**src/rtl/avalon_stream_reader_if.sv**
```systemverilog
// Avalon-MM read master port plus valid/ready stream output of the stream reader.
interface avalon_stream_reader_if #(
    parameter int unsigned DATA_W = 128,
    parameter int unsigned ADDR_W = 26
);
    logic [ADDR_W-1:0]   avm_address;
    logic                avm_read;
    logic [DATA_W/8-1:0] avm_byteenable;
    logic                avm_waitrequest;
    logic [DATA_W-1:0]   avm_readdata;
    logic                avm_readdatavalid;
    logic                m_valid;
    logic                m_ready;
    logic [DATA_W-1:0]   m_data;

    modport master (
        output avm_address, avm_read, avm_byteenable,
        input  avm_waitrequest, avm_readdata, avm_readdatavalid,
        output m_valid, m_data,
        input  m_ready
    );

    modport slave (
        input  avm_address, avm_read, avm_byteenable,
        output avm_waitrequest, avm_readdata, avm_readdatavalid,
        input  m_valid, m_data,
        output m_ready
    );
endinterface

```
**src/rtl/avalon_stream_reader.sv**
```systemverilog
// Pipelined Avalon-MM read master: fetches a runtime base/length block of words and
// streams them in order through a credit-checked FIFO, with abort and done pulse.
module avalon_stream_reader #(
    parameter int unsigned DATA_W      = 128,
    parameter int unsigned ADDR_W      = 26,
    parameter int unsigned LEN_W       = 20,
    parameter int unsigned FIFO_DEPTH  = 16,
    parameter int unsigned MAX_PENDING = 8
) (
    input  logic              clk,
    input  logic              reset,
    input  logic              start,
    input  logic [ADDR_W-1:0] base_addr,
    input  logic [LEN_W-1:0]  length,
    input  logic              abort,
    output logic              busy,
    output logic              done,
    avalon_stream_reader_if.master bus
);
    localparam int unsigned BYTES = DATA_W / 8;
    localparam int unsigned CNT_W = LEN_W + 1;
    localparam int unsigned PTR_W = $clog2(FIFO_DEPTH);
    localparam int unsigned OCC_W = PTR_W + 1;
    localparam int unsigned SUM_W = OCC_W + 1;
    localparam logic [ADDR_W-1:0] ALIGN_MASK = ~ADDR_W'(BYTES - 1);

    typedef enum logic [1:0] {S_IDLE, S_ISSUE, S_DRAIN, S_ABORT} state_t;

    state_t            state_q, state_d;
    logic              busy_q, busy_d, done_q, done_d;
    logic              rd_q, rd_d, mvalid_q, mvalid_d;
    logic [ADDR_W-1:0] addr_q, addr_d;
    logic [CNT_W-1:0]  issued_q, issued_d, delivered_q, delivered_d;
    logic [OCC_W-1:0]  pending_q, pending_d, occ_q, occ_d;
    logic [LEN_W-1:0]  len_q, len_d;
    logic [PTR_W-1:0]  rd_ptr_q, rd_ptr_d, wr_ptr_q, wr_ptr_d;
    logic [DATA_W-1:0] mem [FIFO_DEPTH];

    logic active, take_start, take_abort, hold, accept, ret_ok, push, pop;

    assign active     = (state_q == S_ISSUE) || (state_q == S_DRAIN);
    assign take_start = (state_q == S_IDLE) && start;
    assign take_abort = active && abort;
    assign hold       = rd_q && bus.avm_waitrequest;
    assign accept     = rd_q && !bus.avm_waitrequest;
    // Returns with nothing outstanding are leftovers from before a reset and are dropped.
    assign ret_ok     = bus.avm_readdatavalid && (pending_q != '0);
    assign push       = ret_ok && active && !take_abort;
    assign pop        = mvalid_q && bus.m_ready;

    // Counters, address and FIFO pointers.
    always_comb begin
        issued_d    = issued_q + CNT_W'(accept);
        pending_d   = pending_q + OCC_W'(accept) - OCC_W'(ret_ok);
        delivered_d = delivered_q + CNT_W'(pop);
        len_d       = len_q;
        addr_d      = accept ? addr_q + ADDR_W'(BYTES) : addr_q;
        wr_ptr_d    = wr_ptr_q + PTR_W'(push);
        rd_ptr_d    = rd_ptr_q + PTR_W'(pop);
        occ_d       = occ_q + OCC_W'(push) - OCC_W'(pop);
        if (take_start) begin
            issued_d    = '0;
            delivered_d = '0;
            len_d       = length;
            addr_d      = base_addr & ALIGN_MASK;
        end
        if (take_abort) begin
            rd_ptr_d = wr_ptr_q;
            occ_d    = '0;
        end
    end

    // Next-state logic.
    always_comb begin
        state_d = state_q;
        case (state_q)
            S_IDLE:  if (start && (length != '0)) state_d = S_ISSUE;
            S_ISSUE: begin
                if (abort) state_d = S_ABORT;
                else if (issued_d == CNT_W'(len_q)) state_d = S_DRAIN;
            end
            S_DRAIN: begin
                if (abort) state_d = S_ABORT;
                else if (delivered_d == CNT_W'(len_q)) state_d = S_IDLE;
            end
            S_ABORT: if ((pending_d == '0) && !hold) state_d = S_IDLE;
            default: state_d = S_IDLE;
        endcase
    end

    // Registered outputs; a stalled request is never retracted, even on abort.
    always_comb begin
        busy_d   = (state_d != S_IDLE);
        done_d   = (take_start && (length == '0)) || ((state_q == S_DRAIN) && (state_d == S_IDLE));
        mvalid_d = (occ_d != '0);
        rd_d     = 1'b0;
        if (hold) begin
            rd_d = 1'b1;
        end else if (state_d == S_ISSUE) begin
            rd_d = (issued_d < CNT_W'(len_d))
                && (pending_d < OCC_W'(MAX_PENDING))
                && (({1'b0, pending_d} + {1'b0, occ_d}) < SUM_W'(FIFO_DEPTH));
        end
    end

    always_ff @(posedge clk) begin
        if (!reset) state_q <= S_IDLE;
        else        state_q <= state_d;
    end

    always_ff @(posedge clk) begin
        if (!reset) begin
            busy_q      <= 1'b0;
            done_q      <= 1'b0;
            rd_q        <= 1'b0;
            mvalid_q    <= 1'b0;
            addr_q      <= '0;
            issued_q    <= '0;
            delivered_q <= '0;
            pending_q   <= '0;
            occ_q       <= '0;
            len_q       <= '0;
            rd_ptr_q    <= '0;
            wr_ptr_q    <= '0;
        end else begin
            busy_q      <= busy_d;
            done_q      <= done_d;
            rd_q        <= rd_d;
            mvalid_q    <= mvalid_d;
            addr_q      <= addr_d;
            issued_q    <= issued_d;
            delivered_q <= delivered_d;
            pending_q   <= pending_d;
            occ_q       <= occ_d;
            len_q       <= len_d;
            rd_ptr_q    <= rd_ptr_d;
            wr_ptr_q    <= wr_ptr_d;
        end
    end

    always_ff @(posedge clk) begin
        if (push) mem[wr_ptr_q] <= bus.avm_readdata;
    end

    fifo_no_overflow: assert property (@(posedge clk) disable iff (!reset)
        !(push && !pop && (occ_q == OCC_W'(FIFO_DEPTH))));

    assign busy               = busy_q;
    assign done               = done_q;
    assign bus.avm_address    = addr_q;
    assign bus.avm_read       = rd_q;
    assign bus.avm_byteenable = '1;
    assign bus.m_valid        = mvalid_q;
    assign bus.m_data         = mem[rd_ptr_q];
endmodule

```
**src/flat_wrapper.sv**
```systemverilog
// flat-port wrapper written by rule: the top's interface ports become plain ports
module avalon_stream_reader_flat 
#(
    parameter int unsigned DATA_W      = 128,
    parameter int unsigned ADDR_W      = 26,
    parameter int unsigned LEN_W       = 20,
    parameter int unsigned FIFO_DEPTH  = 16,
    parameter int unsigned MAX_PENDING = 8
)
  (clk, reset, start, base_addr, length, abort, busy, done, bus_avm_address, bus_avm_read, bus_avm_byteenable, bus_avm_waitrequest, bus_avm_readdata, bus_avm_readdatavalid, bus_m_valid, bus_m_data, bus_m_ready);
  avalon_stream_reader_if #(.DATA_W(DATA_W), .ADDR_W(ADDR_W)) bus_i ();
  input  logic clk;
  input  logic reset;
  input  logic start;
  input  logic [ADDR_W-1:0] base_addr;
  input  logic [LEN_W-1:0] length;
  input  logic abort;
  output logic busy;
  output logic done;
  output wire logic [$bits(bus_i.avm_address)-1:0] bus_avm_address;
  output wire logic [$bits(bus_i.avm_read)-1:0] bus_avm_read;
  output wire logic [$bits(bus_i.avm_byteenable)-1:0] bus_avm_byteenable;
  input wire logic [$bits(bus_i.avm_waitrequest)-1:0] bus_avm_waitrequest;
  input wire logic [$bits(bus_i.avm_readdata)-1:0] bus_avm_readdata;
  input wire logic [$bits(bus_i.avm_readdatavalid)-1:0] bus_avm_readdatavalid;
  output wire logic [$bits(bus_i.m_valid)-1:0] bus_m_valid;
  output wire logic [$bits(bus_i.m_data)-1:0] bus_m_data;
  input wire logic [$bits(bus_i.m_ready)-1:0] bus_m_ready;
  assign bus_avm_address = bus_i.avm_address;
  assign bus_avm_read = bus_i.avm_read;
  assign bus_avm_byteenable = bus_i.avm_byteenable;
  assign bus_i.avm_waitrequest = bus_avm_waitrequest;
  assign bus_i.avm_readdata = bus_avm_readdata;
  assign bus_i.avm_readdatavalid = bus_avm_readdatavalid;
  assign bus_m_valid = bus_i.m_valid;
  assign bus_m_data = bus_i.m_data;
  assign bus_i.m_ready = bus_m_ready;
  avalon_stream_reader #(.DATA_W(DATA_W), .ADDR_W(ADDR_W), .LEN_W(LEN_W), .FIFO_DEPTH(FIFO_DEPTH), .MAX_PENDING(MAX_PENDING)) u_core (.clk(clk), .reset(reset), .start(start), .base_addr(base_addr), .length(length), .abort(abort), .busy(busy), .done(done), .bus(bus_i));
endmodule
```
**config.mk**
```make
export PLATFORM = sky130hd
export DESIGN_NAME = avalon_stream_reader_flat
export DESIGN_NICKNAME = d
export VERILOG_FILES = /design/src/rtl/avalon_stream_reader_if.sv /design/src/rtl/avalon_stream_reader.sv /design/src/flat_wrapper.sv
export SDC_FILE = /design/constraint.sdc
export NUM_CORES = 2
export LEC_CHECK = 0
export BUFFER_PORTS_ARGS = -buffer_cell sky130_fd_sc_hd__buf_2
export CORE_ASPECT_RATIO = 0.6
export CORE_MARGIN = 2
export CORE_UTILIZATION = 59
export CTS_CLUSTER_SIZE = 28
export DETAILED_ROUTE_END_ITERATION = 12
export PLACE_DENSITY_LB_ADDON = 0.15
export SKIP_LAST_GASP = 1
export SLEW_MARGIN = 20
export SYNTH_ARGS = -nofsm -noshare
export SYNTH_HDL_FRONTEND = slang
export SYNTH_SLANG_ARGS = --single-unit
```
**constraint.sdc**
```tcl
create_clock -name clk -period 22.4 [get_ports clk]
set_input_delay 1.12 -clock clk [delete_from_list [all_inputs] [get_ports clk]]
set_output_delay 1.12 -clock clk [all_outputs]
set_load 0.01 [all_outputs]
```
Word level (Yosys, flattened, before mapping)
Memory sizes are Yosys's and may differ from the RTL's. A register that Yosys moved wholly into a read port is not among the register bits.
Index checks and enable logic that the tools add are counted.
{ "word_totals": {"reg_bits": 112, "ramBits": 2048, "in_bits": 181, "out_inout_bits": 174, "wordCells": 83, "n_memories": 1} }
{ "memory_table": {"columns": ["memory", "words", "width", "rd", "rd_clocked_by_memory_dff", "write_ports", "line_no", "text"], "rows": [
  ["u_core.mem", 16, 128, 1, 1, 1, "avalon_stream_reader.sv:37", "logic [DATA_W-1:0] mem [FIFO_DEPTH];"]
]} }
{ "classes": {"n_addsub": 10, "order_cmp": 3, "n_eq_ne": 6, "n_mux": 19, "bitwise_logic": 1, "n_reduce_logical": 29} }
{ "ops": {"columns": ["op", "n"], "rows": [
  ["26-bit 2-to-1 mux", 2],
  ["21-bit by 1-bit adder with 21-bit output", 2],
  ["21-bit by 20-bit == test with 1-bit output", 2],
  ["21-bit 2-to-1 mux", 2],
  ["26-bit by 5-bit adder with 26-bit output, second input constant", 1],
  ["21-bit by 20-bit less-than comparator with 1-bit output", 1],
  ["20-bit zero test", 1],
  ["20-bit 2-to-1 mux", 1],
  ["20-bit nonzero test", 1],
  ["1-bit logical AND", 14],
  ["2-bit 2-to-1 mux", 6],
  ["5-bit by 1-bit adder with 5-bit output", 2],
  ["5-bit nonzero test", 2],
  ["5-bit by 1-bit subtractor with 5-bit output", 2],
  ["4-bit by 1-bit adder with 4-bit output", 2],
  ["4-bit 2-to-1 mux", 2],
  ["2-bit one-hot mux with 4 select lines", 1],
  ["5-bit by 5-bit adder with 6-bit output", 1],
  ["6-bit by 5-bit less-than comparator with 1-bit output, second input constant", 1],
  ["5-bit zero test", 1],
  ["5-bit by 4-bit less-than comparator with 1-bit output, second input constant", 1],
  ["5-bit 2-to-1 mux", 1],
  ["2-bit by 1-bit == test with 1-bit output, second input constant", 2],
  ["2-bit == test, second input constant", 2],
  ["7 further kinds", 15]
]} }

Longest topological paths before layout
{ "depth": {"word_depth": 13, "depth_mapped": 19, "depth_no_buf": 19} }

Least setup slack after synthesis
No wires, ideal clock.
{ "synth_timing": {"kind": "input to register", "from": "input bus_avm_readdatavalid", "to": "memory u_core.mem[0][0] (enable)", "setup_time_ns": 0.772, "t_arrival_ns": 10.732, "required_time_ns": 21.628, "slack_ns": 10.897, "path_stages": 5, "path_buffers": 1, "path_cell_list": "o41a_1 -> and3b_1 -> clkbuf_1 -> or3b_2 -> nor3_1"} }
{ "synth_via": {"elab_chain_cells": 5} }
{ "synth_rtl": {"columns": ["element", "line_no", "text"], "rows": [
  ["start, declared", "flat_wrapper.sv:25", "input wire logic [$bits(bus_i.avm_readdatavalid)-1:0] bus_avm_readdatavalid;"],
  ["1-bit logical AND", "avalon_stream_reader.sv:47", "assign ret_ok = bus.avm_readdatavalid && (pending_q != '0);"],
  ["1-bit logical AND (2 in series)", "avalon_stream_reader.sv:48", "assign push = ret_ok && active && !take_abort;"],
  ["1-bit 2-to-1 mux", "avalon_stream_reader.sv:142", "if (push) mem[wr_ptr_q] <= bus.avm_readdata;"],
  ["1-bit 2-to-1 mux (implied by the code)", "avalon_stream_reader.sv:142", null],
  ["end, declared", "avalon_stream_reader.sv:37", null]
]} }
No other way between the ends.

==> results.ini <==
[die]
io_pins=355
start_util_pct=59.3
die_y_um=296
die-area_um2=145000
die_w_um=491
coreArea_um2=142000
rows=107

[final_layout]
fin_nets=4322
syn2layout_area_growth_pct=11.4
design_area_um2=93400
final_cells=6155
layout-drive-gt1-share_pct=31.5

[pwr]
power.switching_mw=2.24
fin_total_pwr_mw=9.06
power_frac_seq_pct=50.1
p_comb_share_pct=16.6
power_frac_clock_pct=33.4
power_density_nw_per_um2=97.0
leakagePower_nw=29.0
switching_share_pct=24.7
cell_internal_pwr_mw=6.83
ir_drop_mv=0.0733

[yosys]
yosysWarnings=0
synth-simple-area-share_pct=2.43
seq_area_frac_synth_pct=75.9
synth_compound_area_share_pct=1.29
synth_top_family_by_area=multiplexers
synth_area_um2=83800
avgSynthCellArea_um2=22.6
synth.distinct_cells=94
async_flop_share_pct=0
muxShareOfSynthArea_pct=17.5
synth-seq-cells=2156
synth_xor_xnor_area_share_pct=0.727
synthCells=3710
synthAdderAreaFrac_pct=0.779
synth_edf_count=2048
synth_top_flop_cell=edfxtp_1

[detailed_routing]
drt_iter0_markers=4318
wl_um=181000
vias=39200
post-route-drc-count=0
wl_per_cell_um=29.5
ant_nets=0
drt_pass1_iterations=5
via_per_inst=6.36

[timing]
relSlewSlack_pct=25.6
period_share_pct=30.1
finalSetupViolCount=0
worst_pin_slew_ns=1.12
holdWs_ns=0.516
hold_violations=0
rsz0062_at_grt=no
fin_worst_skew_ns=0.0327
tns_ns=0
clock.fmax_mhz=148
maxSlewViolCount=0
fin_crit_ns=6.75

[setup_path]
critPathTopFamily=buffers and inverters
endpoint_kind=output port
worst_path_max_delay_cell=dfxtp_4
crit_buf_inv=4
crit_arrival_ns=5.63
crit_required_ns=21.28
crit_fanout=106
path_cells=buf_4 > buf_12 > buf_4 > mux4_2 > mux4_2 > buf_2
worstSetupStartpointType=flip-flop
max_stage_delay_ns=0.92
crit_type=reg2out

[global_routing]
grt_pass1_vias=38900
grt_antenna_before_repair=27
grt_first_pass_wirelength_um=266000
grtUsageTotal_pct=25.3
grt_max_degree=145
grt.overflow.total=0

[flow_run]
drv_cap=0

[hold_path]
hold_path.class=reg2reg

[clock_tree]
cts_hold_buf=0
clock_tree.htree_level_count=4
post_cts_resize_count=0
numCtsBuffers=186
clock_latency_ns=0.82
clockRootBuffer=clkbuf_16
cts_tree=yes
clockBufferDepth=3
clk_pin_slew_ns=0.07
cts.sinks=2156
cts_setup_buffers=0

[place]
dp_cells=5809
routabilityCongestion=0.811
dp_hpwl_um=89600
io_buffers=330
place_area_um2=87700

[outcome]
status=finished clean

==> logic make-up after synthesis <==
logic type	count (synthesis)
simple gates	372
fa+ha+maj	51
compound gates	146
other cells	2
buf+inv	248
xor+xnor	68
flops	2156
mux	667
==> layout make-up <==
cell class | count | area [um2]
sequential | 2156 | 63700
fill | 9068 | 48100
multi-input combinational | 1324 | 19300
clock buffer | 235 | 4910
tap | 1907 | 2390
timing repair buffer | 382 | 2270
clock inverter | 101 | 734
inverter | 40 | 150
antenna | 10 | 25.0
==> cells in the final DEF (no fill, tap or decap), types with 29 or more instances in the layout <==
cell type,Yosys,final
buf_2,3,330
buf_4,24,34
clkbuf_1,124,43
clkbuf_16,0,187
clkinv_1,0,41
clkinv_2,0,37
dfxtp_1,108,104
edfxtp_1,2048,2048
ha_1,49,49
inv_1,39,39
mux4_2,640,640
nand2_1,43,42
nand3_1,29,29
nor2_1,132,120
xnor2_1,36,36
xor2_1,31,31
==> flip-flops by register name, indices dropped and copies added, names as in the netlist, 2 cells and up <==
register / cells
u_core.mem: 2048
u_core.bus.avm_address: 22
u_core.delivered_q: 21
u_core.issued_q: 21
u_core.len_q: 20
u_core.occ_q: 5
u_core.pending_q: 5
u_core.rd_ptr_q: 4
u_core.wr_ptr_q: 4
u_core.state_q: 2
==> synth_stat cells (4+ instances only) <==
cell	n	area (um2)
a21boi_0	4	30.0
o21ai_0	23	115
a2111o_1	4	45.0
and4_1	7	61.3
ha_1	49	613
or3_1	16	100
nor4_1	17	106
o22ai_1	5	31.3
a21o_1	11	82.6
and3_1	8	50.1
nor3b_1	4	30.0
edfxtp_1	2048	61500
nand2_1	43	161
nor3_1	22	110
mux2i_1	26	260
mux4_2	640	14400
a31o_2	4	35.0
xor2_1	31	272
dfxtp_1	108	2160
nand3b_1	8	60.1
a21oi_1	25	125
buf_4	24	180
nor4_2	6	75.1
a211oi_1	20	150
nand2b_1	7	43.8
o31ai_1	5	37.5
o211ai_1	4	30.0
and3b_1	4	35.0
clkbuf_1	124	465
xnor2_1	36	315
nand4_1	16	100
and2_1	18	113
nor2_1	132	495
inv_1	39	146
buf_6	6	67.6
buf_1	48	180
nor2b_1	7	43.8
nand3_1	29	145
==> power groups by stage <==
stage / clock network [mW] / registers [mW] / logic (mW)
after floorplan: 0 / 4.59 / 1.08
after global placement: 0 / 4.63 / 1.51
after detailed placement: 0 / 4.63 / 1.53
after CTS: 3.09 / 4.54 / 1.53
after global routing: 3.25 / 4.54 / 1.62
final: 3.02 / 4.54 / 1.50
==> through the flow <==
stage | utilization, % | setup slack, ns
after floorplan | - | 10.90
after global placement | 62.0 | 16.34
after detailed placement | 62.0 | 16.36
after CTS | 66.0 | 15.42
after global routing | 66.0 | 15.15
final | 66.0 | 15.65
==> tightest hold or removal path: stages (launching register included) <==
cell and delay (ns):
dfxtp_1 0.36, nand2_1 0.07, a21oi_1 0.05
==> layer usage <==
metal	track usage, %	routed length (um)	up-vias
met5	0	112	-
met4	6.76	3420	18
met3	4.37	13700	239
met2	38.4	85800	1583
met1	38.8	78200	20900
li1	-	-	16400
==> worst paths after layout <==
path                  startpoint                   to  slack, ns  cells past startpoint
min           u_core.wr_ptr_q[0]   u_core.rd_ptr_q[0]       0.52                      2
min reg2reg   u_core.wr_ptr_q[0]   u_core.rd_ptr_q[0]       0.52                      2
max reg2reg  u_core.bus.avm_read  u_core.bus.avm_read      17.40                     14
max           u_core.rd_ptr_q[0]       bus_m_data[66]      15.65                      6
No activity file was read; power rests on OpenSTA's default activity.
